==> config.mk <==
export PLATFORM = sky130hd
export DESIGN_NAME = state_monitor
export DESIGN_NICKNAME = d
export VERILOG_FILES = /design/src/rtl/state_monitor.sv
export SDC_FILE = /design/constraint.sdc
export NUM_CORES = 1
export LEC_CHECK = 0
export ABC_CLOCK_PERIOD_IN_PS = 1800
export BUFFER_PORTS_ARGS = -buffer_cell sky130_fd_sc_hd__buf_2
export CORE_ASPECT_RATIO = 0.6
export CORE_MARGIN = 2
export CORE_UTILIZATION = 49
export CTS_BUF_LIST = sky130_fd_sc_hd__clkbuf_8
export DETAILED_ROUTE_END_ITERATION = 10
export PLACE_DENSITY = 0.77
export SLEW_MARGIN = 20
export SYNTH_ARGS = -nofsm -noshare
export SYNTH_HDL_FRONTEND = slang
export SYNTH_SLANG_ARGS = --single-unit
==> constraint.sdc <==
create_clock -name i_clk -period 1.8 [get_ports i_clk]
set_clock_uncertainty 0.2 [all_clocks]
set_input_delay 0.36 -clock i_clk [delete_from_list [all_inputs] [get_ports i_clk]]
set_output_delay 0.36 -clock i_clk [all_outputs]
set_load 0.02 [all_outputs]
==> src/rtl/state_monitor.sv <==
`default_nettype none
// ============================================================================
//  Module      : state_monitor
//  Description : Receiving-end checker for a free-running state sequencer.
//                Locks onto the sequence, flags broken steps, counts errors
//                (saturating), pulses on wrap and one-hot decodes the state.
//  Revision    : 1.0 - initial release
// ============================================================================
module state_monitor #(
    parameter int STATE_W   = 4,
    parameter int STATE_NUM = 16,
    parameter int LOCK_CNT  = 3,
    parameter int ERR_CNT_W = 8
) (
    input  logic                 i_clk,
    input  logic                 i_rst_n,
    input  logic                 i_en,
    input  logic [STATE_W-1:0]   i_state,
    output logic                 o_locked,
    output logic                 o_err,
    output logic [ERR_CNT_W-1:0] o_err_cnt,
    output logic                 o_wrap,
    output logic [STATE_NUM-1:0] o_dec
);

    localparam int                 c_GC_W   = $clog2(LOCK_CNT + 1);
    localparam logic [c_GC_W-1:0]  c_LOCK   = c_GC_W'(LOCK_CNT);
    localparam logic [STATE_W:0]   c_NUM    = (STATE_W + 1)'(STATE_NUM);
    localparam logic [STATE_W-1:0] c_LAST   = STATE_W'(STATE_NUM - 1);

    localparam logic [1:0] c_IDLE   = 2'd0;
    localparam logic [1:0] c_SYNC   = 2'd1;
    localparam logic [1:0] c_LOCKED = 2'd2;

    logic [1:0]           fsm_q, fsm_d;
    logic [STATE_W-1:0]   prev_state_q;
    logic                 prev_en_q;
    logic [c_GC_W-1:0]    good_cnt_q, good_cnt_d;
    logic                 err_q, err_d;
    logic                 wrap_q, wrap_d;
    logic [ERR_CNT_W-1:0] err_cnt_q, err_cnt_d;
    logic [STATE_NUM-1:0] dec_q, dec_d;

    logic [STATE_W-1:0]   w_expected;
    logic                 w_in_range;
    logic                 w_good;
    logic                 w_wrap_step;

    // Expected sample: advance (with wrap at the last legal state) when the
    // previous sample was enabled, otherwise the sequencer holds.
    always_comb begin
        w_expected = prev_state_q;
        if (prev_en_q) begin
            w_expected = (prev_state_q == c_LAST) ? '0 : prev_state_q + 1'b1;
        end
        w_in_range  = ({1'b0, i_state} < c_NUM);
        w_good      = w_in_range && (i_state == w_expected);
        w_wrap_step = prev_en_q && (prev_state_q == c_LAST) && (i_state == '0);
    end

    // One-hot decode; out-of-range values match no bit and decode to zero.
    always_comb begin
        dec_d = '0;
        for (int k = 0; k < STATE_NUM; k++) begin
            dec_d[k] = (i_state == STATE_W'(k));
        end
    end

    // Lock FSM next-state, error/wrap pulses and saturating error count.
    always_comb begin
        fsm_d      = fsm_q;
        good_cnt_d = good_cnt_q;
        err_d      = 1'b0;
        wrap_d     = 1'b0;
        err_cnt_d  = err_cnt_q;
        case (fsm_q)
            c_IDLE: begin
                if (i_en) begin
                    fsm_d      = c_SYNC;
                    good_cnt_d = '0;
                end
            end
            c_SYNC: begin
                if (w_good) begin
                    if (prev_en_q) begin
                        if ((good_cnt_q + 1'b1) == c_LOCK) begin
                            fsm_d      = c_LOCKED;
                            good_cnt_d = '0;
                        end else begin
                            good_cnt_d = good_cnt_q + 1'b1;
                        end
                    end
                end else begin
                    good_cnt_d = '0;
                end
            end
            c_LOCKED: begin
                if (!w_good) begin
                    err_d      = 1'b1;
                    fsm_d      = c_SYNC;
                    good_cnt_d = '0;
                    if (err_cnt_q != '1) begin
                        err_cnt_d = err_cnt_q + 1'b1;
                    end
                end else if (w_wrap_step) begin
                    wrap_d = 1'b1;
                end
            end
            default: begin
                fsm_d      = c_IDLE;
                good_cnt_d = '0;
            end
        endcase
    end

    // State and output registers; the previous sample is recaptured every edge.
    always_ff @(posedge i_clk or negedge i_rst_n) begin
        if (!i_rst_n) begin
            fsm_q        <= c_IDLE;
            prev_state_q <= '0;
            prev_en_q    <= 1'b0;
            good_cnt_q   <= '0;
            err_q        <= 1'b0;
            wrap_q       <= 1'b0;
            err_cnt_q    <= '0;
            dec_q        <= '0;
        end else begin
            fsm_q        <= fsm_d;
            prev_state_q <= i_state;
            prev_en_q    <= i_en;
            good_cnt_q   <= good_cnt_d;
            err_q        <= err_d;
            wrap_q       <= wrap_d;
            err_cnt_q    <= err_cnt_d;
            dec_q        <= dec_d;
        end
    end

    assign o_locked  = (fsm_q == c_LOCKED);
    assign o_err     = err_q;
    assign o_wrap    = wrap_q;
    assign o_err_cnt = err_cnt_q;
    assign o_dec     = dec_q;

endmodule
`default_nettype wire

---- Yosys cells after proc, flatten, opt, wreduce, memory -nomap -nowiden ----
Index checks and enable logic that the tools add are counted.
W data, S select, Z words.
cells by class
  $add $sub $neg .......................... 3
  eq/ne operators ......................... 27
  multiplexer cells ....................... 19
  bitwise gates (word level) .............. 1
  reductions and logical operators ........ 7
operators by type and width
  kind                   count
  $eq A4 B4 Y1 const B   9
  $mux W2                10
  $eq A4 B3 Y1 const B   4
  $pmux W2 S3            2
  $ne A2 B2 Y1 const B   5
  $add A8 B1 Y8 const B  1
  $eq A4 B2 Y1 const B   2
  $mux W4                2
  $ne A8 B8 Y1 const B   1
  $reduce_and A3 Y1      2
  $mux W1                5
  $reduce_and A5 Y1      1
  $add A4 B1 Y4 const B  1
  $eq A2 B2 Y1 const B   2
  $eq A4 B1 Y1 const B   1
  $eq A4 B4 Y1           1
  $logic_not A4 Y1       1
  $ne A3 B3 Y1 const B   1
  $add A2 B1 Y2 const B  1
  $eq A2 B1 Y1 const B   1
  $logic_and A1 B1 Y1    2
  $logic_not A2 Y1       1
  $not A1 Y1             1
storage, ports and cells
  register bits after elaboration ......... 35
  input port bits ......................... 7
  output and inout port bits .............. 27
  logic and storage cells ................. 65

---- Longest topological paths before layout ----
Gate-level depths: netlist of run 1.
  depth after elaboration ................. 6
  depth in mapped cells ................... 8
  mapped depth without buffers ............ 7

---- Least setup slack after synthesis of run 1 ----
Ideal clock, no wire load.
  kind .................................... register to register
  start point ............................. register err_cnt_q[0] (netlist: o_err_cnt[0])
  end point ............................... register err_cnt_q[1] (netlist: o_err_cnt[1])
  setup time .............................. 0.125 ns
  data arrival time ....................... 1.746 ns
  required time ........................... 1.475 ns
  path slack .............................. -0.271 ns
  stages on the path, launching flop included .. 7
  buffers on the path ..................... 0
  period minus slack after synthesis ...... 2.071 ns
  cell sequence ........................... dfrtp_1 ha_1 and3_1 and3_1 nand3_1 and3_1 mux2_4
on the way
  longest elaborated chain between the ends .. 2
  elaborated cells between the ends (all ways) .. 3
  classes of those cells .................. 1 x add/sub; 1 x eq/ne; 1 x reduce/logical
RTL lines
  element                                                                line  source
  start, declared                                                        41    logic [ERR_CNT_W-1:0] err_cnt_q, err_cnt_d;
  start signal, assigned                                                 134   err_cnt_q <= err_cnt_d;
  parallel branches: the longest is 2 deep, another holds $add A8 B1 Y8  -
Several ways; the timed one is not identified.
A chain may end at the register's enable or synchronous reset.

---- Final worst setup path of run 1 ----
  start point ............................. register prev_en_q
  end point ............................... register err_cnt_q[1] (netlist: o_err_cnt[1])
on the way
  longest elaborated chain between the ends .. 4
RTL lines
  element                      line  source
  start, declared              37    logic prev_en_q;
  start signal, assigned       130   prev_en_q <= i_en;
  $mux W4                      53    if (prev_en_q) begin
  $eq A4 B4 Y1                 57    w_good = w_in_range && (i_state == w_expected);
  $not A1 Y1 (no line)         -
  $reduce_and A3 Y1 (no line)  -
No other way between the ends.

==> metrics.cfg, run 1 <==
[outcome]
status=finished with violations
violations=negative setup slack

[pwr]
peakVddDrop_uv=741
power_frac_seq_pct=45.0
p_per_area_nw_per_um2=866
p_int_w=0.00142
power_leakage_nw=1.06
pwr-share-clk_pct=45.6
p_sw_share_pct=21.3
p_sw_w=0.000385
combPwrFrac_pct=9.4

[synth]
synth_common_cells=dfrtp_1, nor2_1, nand2_1, nor3_1
ys.flop_type=dfrtp_1
syn-num-nets=136
synthMostInstantiatedCell=dfrtp_1
syn_area_per_cell_um2=11.6
synth-seq-cells=35
syn_area_um2=1470
ys_warn_count=0
synthArstFlopShare_pct=100
synth_edf_count=0
yosysSeqAreaShare_pct=59.5
ys_types=36
synthCells=127
synth_top_area_share_pct=59.5
yosysTopAreaCell=dfrtp_1
yosys-top-cells-area=dfrtp_1, nor2_1, xnor2_1, xor2_1, nor3_1

[worst_setup_path]
required_ns=1.77
crit_arrival_ns=2.02
crit_type=flop to flop
end_kind=flop
critPathLaunchType=flop
cp_max_fo=6

[routing]
drt_wl_total_um=3350
routed_via_density=5.11
first_pass_iters=4
dr.first_iter.drc_count=92
drc_errors=0
vias=1175
drtAntennaViolNets=0
wire_per_inst_um=14.6

[floorplanning]
start_util_pct=51.2
dieArea_um2=3470
io_pins=34
core_um2=2870
rows=15
die_height_um=46.4
die_w_um=74.7

[clock_network]
h-tree-depth=2
cts_sinks=35
cts_inserted_buffers=5
clockBufferDepth=2
clkTransAtPathRegs_ns=0.07
clock_latency_ns=0.28
ctsRootBufferMaster=clkbuf_8
cts_tree=done

[hold_path]
holdCritPathClass=input port to flop

[grt]
grt_pass1_wl_um=5440
gr-total-overflow=0
antenna_found_initial=0
track_usage_pct=22.3
grt_max_degree=30
grt_pass1_vias=1152

[timing]
worst_slew_pin_slew_ns=0.641
hold_violations=0
rsz0062_at_grt=yes
layout_setup_ws_ns=-0.257
clock.fmax_mhz=486
period_share_pct=114
setup_viol=14
period_needed_ns=2.06
finalMaxSlewViolations=0
slew_headroom_pct=57.3

[placed_design]
dpl_cell_area_um2=1840
finalWeightedCongestion=0.794
pre_cts_ws_ns=-0.330
dp_hpwl_um=2250
io_buffers=33

[finish]
stdcell_area_um2=2080
layout-drive-gt1-share_pct=45.2
n_antenna_cell=0
final_nets=196
fillers=205
area_delta_synth_final_pct=41.6
final_util_pct=72.5

[flow_run]
maxCapViolations=0

[critical path, cell delays in order (launching register included)]
cell and delay (ns):
dfrtp_1 0.47, nand2_2 0.08, or3_1 0.35, a21o_1 0.21, nand4_4 0.14, and3_4 0.21, mux2_4 0.29
[sequential cells by signal (all words and copies together) (netlist names)]
| register | count |
|---|---|
| prev_en_q | 1 |
| o_wrap | 1 |
| o_err | 1 |
| o_dec | 16 |
| good_cnt_q | 2 |
| fsm_q | 2 |
| o_err_cnt | 8 |
| prev_state_q | 4 |
[placed cells by master, fill, tap and decap left out, types with 3 or more instances in the layout]
cell type,count
buf_2,33
xor2_1,4
buf_6,3
inv_1,4
nand4_1,4
nand2_1,7
clkbuf_8,5
nor2_1,13
buf_4,21
nand2b_1,5
nor3_1,7
xnor2_1,5
dfrtp_1,33
[path summary, 6_finish.rpt]
| kind | from | slack, ns | depth (start not counted) | endpoint |
|---|---|---|---|---|
| worst max-delay path | prev_en_q | -0.26 | 6 | o_err_cnt[1] |
| worst min-delay path | i_state[2] | 0.17 | 2 | prev_state_q[2] |
| worst max register to register | prev_en_q | -0.26 | 6 | o_err_cnt[1] |
| worst min register to register | o_err_cnt[4] | 0.32 | 1 | o_err_cnt[4] |
| max in group asynchronous | i_rst_n | 0.43 | 3 | o_dec[10] |
| min in group asynchronous | i_rst_n | 0.43 | 2 | o_dec[14] |
[power groups by stage]
| stage | combinational, W | clock, W | sequential (W) |
|---|---|---|---|
| global placement | 0.000135 | 0 | 0.000826 |
| detailed placement | 0.000140 | 0 | 0.000827 |
| floorplan | 0.0000680 | 0 | 0.000838 |
| global route | 0.000184 | 0.000882 | 0.000814 |
| CTS | 0.000165 | 0.000836 | 0.000812 |
| finish | 0.000170 | 0.000823 | 0.000812 |
[through the flow]
step	setup TNS, ns	std cells	hold slack, ns	total power [W]
2_1_floorplan	-0.662	127	-0.136	0.000906
3_3_place_gp	-1.47	216	0.206	0.000961
3_5_place_dp	-2.70	216	0.227	0.000967
4_1_cts	-3.00	228	0.000860	0.00181
5_1_grt	-4.21	230	0.169	0.00188
6_report	-2.66	230	0.174	0.00180
[cell families after synthesis]
logic type,count (synthesis),share of synthesized area [%]
AO/OA/AOI/OAI,12,6.12
flip-flops,35,59.5
AND/OR/NAND/NOR,55,20.3
buffers and inverters,10,3.66
adder cells (fa/ha/maj),2,1.70
multiplexers,3,2.72
XOR/XNOR,10,5.95
[layer usage]
metal / routed length [µm] / up-vias / global-route usage (%)
li1: - / 563 / -
met1: 1510 / 571 / 29.7
met2: 1610 / 34 / 35.0
met3: 182 / 7 / 6.56
met4: 53 / 0 / 8.21
met5: 0 / - / 0
[area by class of cell]
cell class | instances | area, µm² | area share (%)
Clock buffer | 5 | 68.8 | 3.30
Sequential cell | 35 | 878 | 42.2
Inverter | 4 | 15.0 | 0.721
Multi-Input combinational cell | 82 | 628 | 30.2
Clock inverter | 3 | 63.8 | 3.06
Tap cell | 42 | 52.6 | 2.52
Timing Repair Buffer | 59 | 377 | 18.1
[timing repair]
item                                   4_1_cts  5_1_grt
setup endpoints to repair                   14       15
pin swaps                                    8        5
gates resized for setup                      8        6
endpoints found under the hold margin       28        1
setup buffers                                3        2
hold buffers                                 1        1
Power figures use the tool's default switching activity.
==> run 2, diff against run 1 <==
--- a/config.mk
+++ b/config.mk
@@ -13,6 +13,7 @@
 export CTS_BUF_LIST = sky130_fd_sc_hd__clkbuf_8
 export DETAILED_ROUTE_END_ITERATION = 10
 export PLACE_DENSITY = 0.77
+export REMOVE_ABC_BUFFERS = 1
 export SLEW_MARGIN = 20
 export SYNTH_ARGS = -nofsm -noshare
 export SYNTH_HDL_FRONTEND = slang
==> metrics.cfg, run 2 (synthesis results as in run 1) <==
[flow_run]
maxCapViolations=0  ; unchanged

[timing]
worst_slew_pin_slew_ns=0.436  ; -0.205 ns
clock.fmax_mhz=472  ; -2.8%
hold_violations=0  ; unchanged
setup_viol=14  ; unchanged
finalMaxSlewViolations=0  ; unchanged
rsz0062_at_grt=yes
worst_hold_slack_ns=0.0819  ; -0.0921 ns
setup_tns_ns=-2.94  ; -0.283 ns
period_needed_ns=2.12  ; +0.0596 ns
period_share_pct=118  ; +3.3 points
layout_setup_ws_ns=-0.317  ; -0.0596 ns
slew_headroom_pct=70.9  ; +14 points

[finish]
fillers=198  ; -3.4%
final_common_cell=dfrtp_1
layout-drive-gt1-share_pct=41.8  ; -3.4 points
largest_register_ffs=16  ; unchanged
finalNonFillerCells=231  ; +0.43%
mostFrequentLayoutCells=dfrtp_1, buf_2, buf_4
final_util_pct=71.2  ; -1.4 points
n_antenna_cell=0  ; unchanged
final_nets=197  ; +0.51%
area_delta_synth_final_pct=38.9

[grt]
grt_max_degree=36  ; +20%
grt_pass1_wl_um=5200  ; -4.5%
use_met2_pct=33.8  ; -1.2 points
top_usage_layer=met2
met1_usage_pct=28.5  ; -1.2 points
grt_pass1_vias=1132  ; -1.7%
met3_usage_pct=6.56  ; unchanged
antenna_found_initial=0  ; unchanged
gr-total-overflow=0  ; unchanged
track_usage_pct=21.7  ; -0.60 points

[placed_design]
dp.cells=217  ; +0.46%
pre_cts_ws_ns=-0.273  ; +0.0573 ns
io_buffers=33  ; unchanged
finalWeightedCongestion=0.825  ; +3.9%
dp_hpwl_um=2320  ; +2.9%

[routing]
dr.first_iter.drc_count=80  ; -13%
wire_per_inst_um=14.5  ; -0.22%
vias=1185  ; +0.85%
drtAntennaViolNets=0  ; unchanged
first_pass_iters=4  ; unchanged
drc_errors=0  ; unchanged
routed_via_density=5.13  ; +0.41%
drt_wl_total_um=3360  ; +0.21%

[worst_setup_path]
r2r_setup_slack_ns=-0.32  ; -0.06 ns
crit_top_cell=xor2_1
crit_arrival_ns=2.15  ; +0.13 ns
required_ns=1.83  ; +0.06 ns
r2r_start=prev_en_q
end_kind=flop
critPathLaunchType=flop
crit_type=flop to flop
cp_cell_sequence=buf_4 > xor2_1 > nand2_1 > xor2_1 > nand4_2 > nor4_2 > mux2_4
crit_slowest_cell=dfrtp_2
slowest_delay_ns=0.43  ; -0.04 ns
crit_path_start=prev_en_q
cp_max_fo=5  ; -1

[pwr]
p_sw_w=0.000380  ; -1.3%
pwr-share-clk_pct=46.0  ; +0.4 points
combPwrFrac_pct=8.8  ; -0.6 points
power_leakage_nw=1.08  ; +1.6%
p_per_area_nw_per_um2=879  ; +1.4%
peakVddDrop_uv=609  ; -18%
p_sw_share_pct=21.1  ; -0.17 points
p_int_w=0.00142  ; -0.31%
power_frac_seq_pct=45.2  ; +0.2 points

[clock_network]
clock_latency_ns=0.29  ; about the same
cts_tree=done
h-tree-depth=2  ; unchanged
cts_inserted_buffers=5  ; unchanged
ctsRootBufferMaster=clkbuf_8
clkTransAtPathRegs_ns=0.07  ; about the same
clockBufferDepth=2  ; unchanged
cts_sinks=35  ; unchanged

[floorplanning]
io_pins=34  ; unchanged
rows=15  ; unchanged
dieArea_um2=3470  ; unchanged
start_util_pct=51.2  ; unchanged
die_w_um=74.7  ; unchanged
core_um2=2870  ; unchanged
die_height_um=46.4  ; unchanged

[hold_path]
holdCritPathClass=input port to flop
min-delay-start=i_state[3]

[outcome]
violations=negative setup slack
status=finished with violations

## run 2: cell types whose count changed in the layout (fill, tap and decap cells not counted), sizes merged
cell	change
buf	+1
clkinv	+1
inv	-1
## run 2: layout make-up
class / instances / area, µm² / area share [%]
repair buffers: 60 / 380 / 18.6
flip-flops and latches: 35 / 877 / 42.9
clock buffers: 5 / 68.8 / 3.37
multi-input cells: 82 / 586 / 28.7
clock inverters: 3 / 63.8 / 3.12
well taps: 42 / 52.6 / 2.57
inverters: 4 / 15.0 / 0.735
## run 2: final timing paths
kind / end / cells past startpoint
setup / recovery: good_cnt_q[0] / 7
hold / removal: prev_state_q[3] / 1
setup reg to reg: good_cnt_q[0] / 7
hold reg to reg: fsm_q[0] / 1
max in group asynchronous: prev_en_q / 3
min in group asynchronous: o_dec[8] / 3
## run 2: power groups by stage
stage | registers, W | clock network (W) | logic (W)
2_1_floorplan | 0.000840 | 0 | 0.0000491
3_3_place_gp | 0.000825 | 0 | 0.000133
3_5_place_dp | 0.000827 | 0 | 0.000139
4_1_cts | 0.000811 | 0.000833 | 0.000157
5_1_grt | 0.000812 | 0.000870 | 0.000174
6_report | 0.000811 | 0.000826 | 0.000159
## run 2: worst max-delay path: cells and delay by family, from the launching register on
kind	cells	cell delay, ns
and+or+nand+nor	3	0.68
DFF	1	0.43
xor gates and xnor gates	2	0.37
muxes	1	0.23
buffers and inverters	1	0.15
## run 2: through the flow
stage,total power [W],cell area (µm²)
after floorplan,0.000889,1430
after detailed placement,0.000966,1810
after CTS,0.00180,2030
after global routing,0.00186,2040
after global placement,0.000959,1810
final,0.00180,2040
## run 2: per-layer routing
layer / vias up / part of all wire [%]
li1: 563 / -
met1: 572 / 47
met3: 9 / 6.0
met2: 41 / 46
met5: - / 0
met4: 0 / 1.9
## run 2: timing repair
item / in CTS / in global routing
hold buffers: 2 / 0
setup endpoints to repair: 14 / 14
setup buffers: 4 / 0
pin swaps: 8 / 3
gates resized for setup: 8 / 2
endpoints found under the hold margin: 36 / 0
